File: config.mk
export PLATFORM = sky130hd
export DESIGN_NAME = cacheline_adapter
export DESIGN_NICKNAME = d
export VERILOG_FILES = /design/src/rtl/cacheline_adapter_pkg.sv /design/src/rtl/cacheline_adapter.sv
export SDC_FILE = /design/constraint.sdc
export NUM_CORES = 1
export LEC_CHECK = 0
export BUFFER_PORTS_ARGS = -buffer_cell sky130_fd_sc_hd__buf_4
export CORE_AREA = 2 2 276 278
export DETAILED_ROUTE_END_ITERATION = 16
export DIE_AREA = 0 0 278 280
export HOLD_SLACK_MARGIN = 0.1
export PLACE_DENSITY = 0.66
export SETUP_SLACK_MARGIN = 0.02
export SLEW_MARGIN = 0
export SYNTH_ARGS = -nofsm -noshare
export SYNTH_HDL_FRONTEND = slang
export SYNTH_SLANG_ARGS = --single-unit
File: constraint.sdc
create_clock -name clk -period 3.8 [get_ports clk]
set_clock_uncertainty 0.2 [all_clocks]
set_input_delay 1.14 -clock clk [delete_from_list [all_inputs] [get_ports clk]]
set_output_delay 1.14 -clock clk [all_outputs]
set_load 0.05 [all_outputs]
File: src/rtl/cacheline_adapter_pkg.sv
// ============================================================================
// Module      : cacheline_adapter_pkg
// Description : Shared cache types: line/burst geometry and datapath mux
//               selects used by cache_control and the cacheline adapter.
// Revision    : 1.0 - initial release
// ============================================================================
`default_nettype none

package cacheline_adapter_pkg;

    localparam int unsigned DEFAULT_LINE_WIDTH  = 256;
    localparam int unsigned DEFAULT_BURST_WIDTH = 64;
    localparam int unsigned DEFAULT_BEATS       = DEFAULT_LINE_WIDTH / DEFAULT_BURST_WIDTH;

    // Byte-offset bits inside one 32-byte line; cleared on the burst address.
    localparam int unsigned LINE_OFFSET_BITS    = 5;
    localparam logic [31:0] LINE_ADDR_MASK      = ~((32'd1 << LINE_OFFSET_BITS) - 32'd1);

    typedef enum logic [1:0] {
        PMEMADDR_CPU   = 2'd0,
        PMEMADDR_WB    = 2'd1
    } pmemaddr_mux_sel_t;

    typedef enum logic [1:0] {
        DATAIN_CPU     = 2'd0,
        DATAIN_PMEM    = 2'd1
    } datain_mux_sel_t;

endpackage

`default_nettype wire

File: src/rtl/cacheline_adapter.sv
// ============================================================================
// Module      : cacheline_adapter
// Description : Splits one cache-line read/write into BEATS bursts on the
//               memory bus and returns a single-cycle completion pulse.
// Revision    : 1.0 - initial release
// ============================================================================
`default_nettype none

module cacheline_adapter
    import cacheline_adapter_pkg::*;
#(
    parameter int unsigned LINE_WIDTH  = DEFAULT_LINE_WIDTH,
    parameter int unsigned BURST_WIDTH = DEFAULT_BURST_WIDTH
) (
    input  logic                   clk,
    input  logic                   rst_n,
    input  logic [31:0]            pmem_address,
    input  logic                   pmem_read,
    input  logic                   pmem_write,
    input  logic [LINE_WIDTH-1:0]  pmem_wdata,
    output logic [LINE_WIDTH-1:0]  pmem_rdata,
    output logic                   pmem_resp,
    output logic [31:0]            mem_address,
    output logic                   mem_read,
    output logic                   mem_write,
    output logic [BURST_WIDTH-1:0] mem_wdata,
    input  logic [BURST_WIDTH-1:0] mem_rdata,
    input  logic                   mem_resp
);

    localparam int unsigned BEATS  = LINE_WIDTH / BURST_WIDTH;
    localparam int unsigned BEAT_W = (BEATS > 1) ? $clog2(BEATS) : 1;

    typedef enum logic [1:0] {
        ST_IDLE  = 2'd0,
        ST_READ  = 2'd1,
        ST_WRITE = 2'd2,
        ST_DONE  = 2'd3
    } state_t;

    state_t                 state_q;
    logic [BEAT_W-1:0]      beat_q;
    logic [31:0]            addr_q;
    logic [LINE_WIDTH-1:0]  line_q;
    logic [LINE_WIDTH-1:0]  rdata_q;
    logic                   resp_q;
    logic                   mem_read_q;
    logic                   mem_write_q;
    logic                   last_beat;

    assign last_beat = (beat_q == BEAT_W'(BEATS - 1));

    // line_q doubles as the write source and the read assembly buffer, so the
    // visible read line only changes once a read burst has fully completed.
    always_ff @(posedge clk or negedge rst_n) begin
        if (!rst_n) begin
            state_q     <= ST_IDLE;
            beat_q      <= '0;
            addr_q      <= '0;
            line_q      <= '0;
            rdata_q     <= '0;
            resp_q      <= 1'b0;
            mem_read_q  <= 1'b0;
            mem_write_q <= 1'b0;
        end else begin
            case (state_q)
                ST_IDLE: begin
                    resp_q <= 1'b0;
                    if (pmem_write) begin
                        addr_q      <= pmem_address & LINE_ADDR_MASK;
                        line_q      <= pmem_wdata;
                        beat_q      <= '0;
                        mem_write_q <= 1'b1;
                        state_q     <= ST_WRITE;
                    end else if (pmem_read) begin
                        addr_q      <= pmem_address & LINE_ADDR_MASK;
                        beat_q      <= '0;
                        mem_read_q  <= 1'b1;
                        state_q     <= ST_READ;
                    end
                end
                ST_READ: begin
                    if (mem_resp) begin
                        line_q[int'(beat_q)*BURST_WIDTH +: BURST_WIDTH] <= mem_rdata;
                        beat_q <= beat_q + BEAT_W'(1);
                        if (last_beat) begin
                            rdata_q    <= {mem_rdata, line_q[LINE_WIDTH-BURST_WIDTH-1:0]};
                            mem_read_q <= 1'b0;
                            resp_q     <= 1'b1;
                            state_q    <= ST_DONE;
                        end
                    end
                end
                ST_WRITE: begin
                    if (mem_resp) begin
                        beat_q <= beat_q + BEAT_W'(1);
                        if (last_beat) begin
                            mem_write_q <= 1'b0;
                            resp_q      <= 1'b1;
                            state_q     <= ST_DONE;
                        end
                    end
                end
                ST_DONE: begin
                    resp_q  <= 1'b0;
                    state_q <= ST_IDLE;
                end
                default: begin
                    resp_q      <= 1'b0;
                    mem_read_q  <= 1'b0;
                    mem_write_q <= 1'b0;
                    state_q     <= ST_IDLE;
                end
            endcase
        end
    end

    assign pmem_rdata  = rdata_q;
    assign pmem_resp   = resp_q;
    assign mem_address = addr_q;
    assign mem_read    = mem_read_q;
    assign mem_write   = mem_write_q;
    assign mem_wdata   = (state_q == ST_WRITE) ?
                         line_q[int'(beat_q)*BURST_WIDTH +: BURST_WIDTH] : '0;

endmodule

`default_nettype wire
==> results.cfg <==
[drt]
drc = 0
vias = 20900
ant_nets = 0
viasPerCell = 5.69
wl_mm = 99.4
firstDrtPassIters = 5
first_iter_violations = 1539
drt-wirelength-per-cell_um = 27.0

[logic_synthesis]
ys_top_cells_by_area = dfrtp_1 (52%), mux2_2 (20%), mux4_2 (5.5%)
synth_seq_cells = 546
ys_types = 36
yosys.area.top_type = dfrtp_1
async_reset_ff_frac = 1.00
ys.flop_type = dfrtp_1
syn_area_sq_um = 26400
synthCells = 1985
synth_top_area_share = 0.518
syn_avg_cell_area_sq_um = 13.3
synth_edf_count = 0
ys_warn_count = 0
ys_seq_area_frac = 0.518

[layout]
instances_no_fill = 3680
final_cell_mix = buf_4 (731), dfrtp_1 (544), mux2_2 (467)
num-fill-cells = 6785
drive_gt1_frac = 0.533
fin_area_sq_um = 35300
final_common_cell = buf_4
area_delta_synth_final_pct = 34.1
fin_nets = 3014

[pwr]
intPower_mw = 19.4
pwr-share-seq = 0.281
pwr-share-comb = 0.545
p_total_mw = 35.1
sw_frac_of_total = 0.447
leakage_nw = 17.1
powerDensity_nw_per_um2 = 994
ir_drop_mv = 0.734
p_sw_mw = 15.7
power.share.clock = 0.174

[worst_setup_path]
crit_fanout = 5
criticalPathCategory = reg2out
crit_path_start_kind = flop
worst_ep_required_time_ps = 2460
arrival_ps = 2380
end_kind = output port

[clock_network]
path_clk_slew_ps = 70
cts.sinks = 546
h-tree-depth = 2
clk_path_buf_depth = 3
cts_buffers = 60
clockRootBuffer = clkbuf_16
cts_tree = built
clk_latency_ps = 620

[die]
start_util = 0.350
core_sq_um = 75200
die_w_um = 278
num_io_pins = 712
dieHeight_um = 280
row_count = 101
die_area_sq_um = 77800

[job]
drv_cap = 0

[place]
gp_congestion = 0.905
place_area_sq_um = 33000
port_buffers = 701
dp.final_hpwl_mm = 65.6
place_inst = 3553

[timing]
slew_headroom = 0.429
period_needed_ps = 3720
rsz0062_at_grt = true
fin_tns_setup_ps = 0
max_freq_mhz = 269
slew_viol_final = 0
tightest_slew_ps = 857
hold_viol_final = 0
setup-violations-final = 0
hold_slack_ps = 284
finalCritPeriodShare = 0.980

[global_routing]
grt_max_degree = 129
gr-total-overflow = 0
grt_usage = 0.248
antenna_found_initial = 4
grt_pass1_vias = 22100
grt_pass1_wl_mm = 145

[status]
status = completed

[worst_hold_path]
min_path_type = reg2reg
-- final timing paths --
path	from	end	slack, ps	cells past startpoint
max reg2reg	beat_q[0]$_DFFE_PN0P_	line_q[60]$_DFFE_PN0P_	530	9
min in group asynchronous	rst_n	pmem_rdata[151]$_DFFE_PN0P_	390	1
max in group asynchronous	rst_n	line_q[109]$_DFFE_PN0P_	2180	2
max	beat_q[0]$_DFFE_PN0P_	mem_wdata[9]	80	6
min	pmem_rdata[95]$_DFFE_PN0P_	pmem_rdata[95]$_DFFE_PN0P_	280	2
min reg2reg	pmem_rdata[95]$_DFFE_PN0P_	pmem_rdata[95]$_DFFE_PN0P_	280	2
-- worst max-delay path, cell delays in order (launching register included) --
cell and delay [ps]:
dfrtp_4 520, buf_12 160, buf_12 140, buf_12 130
mux4_2 420, and2_1 180, buf_4 190
-- cells in the mapped netlist, types with 66 or more instances --
cell      count
a32o_1      124
and2_1       66
buf_2        79
clkbuf_1     79
dfrtp_1     546
inv_1        74
mux2_2      467
nand2_1      76
nand2b_1     68
nor2b_1      67
o21ai_0      72
-- routing by layer --
metal / vias up / GRT usage / wire [um]
li1: 8726 / - / -
met1: 11000 / 0.313 / 39100
met2: 993 / 0.410 / 48200
met3: 256 / 0.0534 / 7550
met4: 2 / 0.110 / 4480
met5: - / 0 / 16
-- state kept, by name, summed over array words and instances, names as in the netlist --
name         flops
pmem_resp        1
pmem_rdata     256
mem_read         1
mem_address     27
beat_q           2
mem_write        1
state_q          2
line_q         256
-- kinds of logic after synthesis --
logic type | count (synthesis) | share of synthesized area
flip-flops | 546 | 0.518
multiplexers | 536 | 0.257
AO/OA/AOI/OAI | 345 | 0.113
AND/OR/NAND/NOR | 286 | 0.0605
buffers and inverters | 263 | 0.0471
adder cells (fa/ha/maj) | 8 | 0.00380
other | 1 | 0.000142
-- power groups by stage --
stage                     logic (mW)  registers [mW]  clock network, mW
after CTS                       19.1            9.85               6.23
after detailed placement        18.7            9.93                  0
after global routing            19.9            10.1               6.46
after floorplan                 8.91            13.1                  0
after global placement          18.4            9.79                  0
final                           19.1            9.88               6.10
-- timing repair --
item	in CTS	in global routing
endpoints found under the setup margin	45	13
gates cloned	4	0
setup buffers	7	1
gates resized for setup	7	10
hold buffers	0	0
-- stage by stage --
step	setup slack [ps]	utilization
floorplan	702	-
global placement	589	0.439
global route	14.2	0.470
detailed placement	554	0.439
CTS	23.2	0.469
finish	76.7	0.470
-- area by class of cell --
type / instances / area, sq um / area share
Timing Repair Buffer: 786 / 6540 / 0.185
Multi-Input combinational cell: 1180 / 11500 / 0.327
Sequential cell: 546 / 13700 / 0.387
Inverter: 75 / 284 / 0.00804
Clock inverter: 27 / 329 / 0.00931
Tap cell: 978 / 1220 / 0.0346
Antenna cell: 3 / 7.51 / 0.000212
Clock buffer: 85 / 1740 / 0.0491
Power figures use the tool's default switching activity.
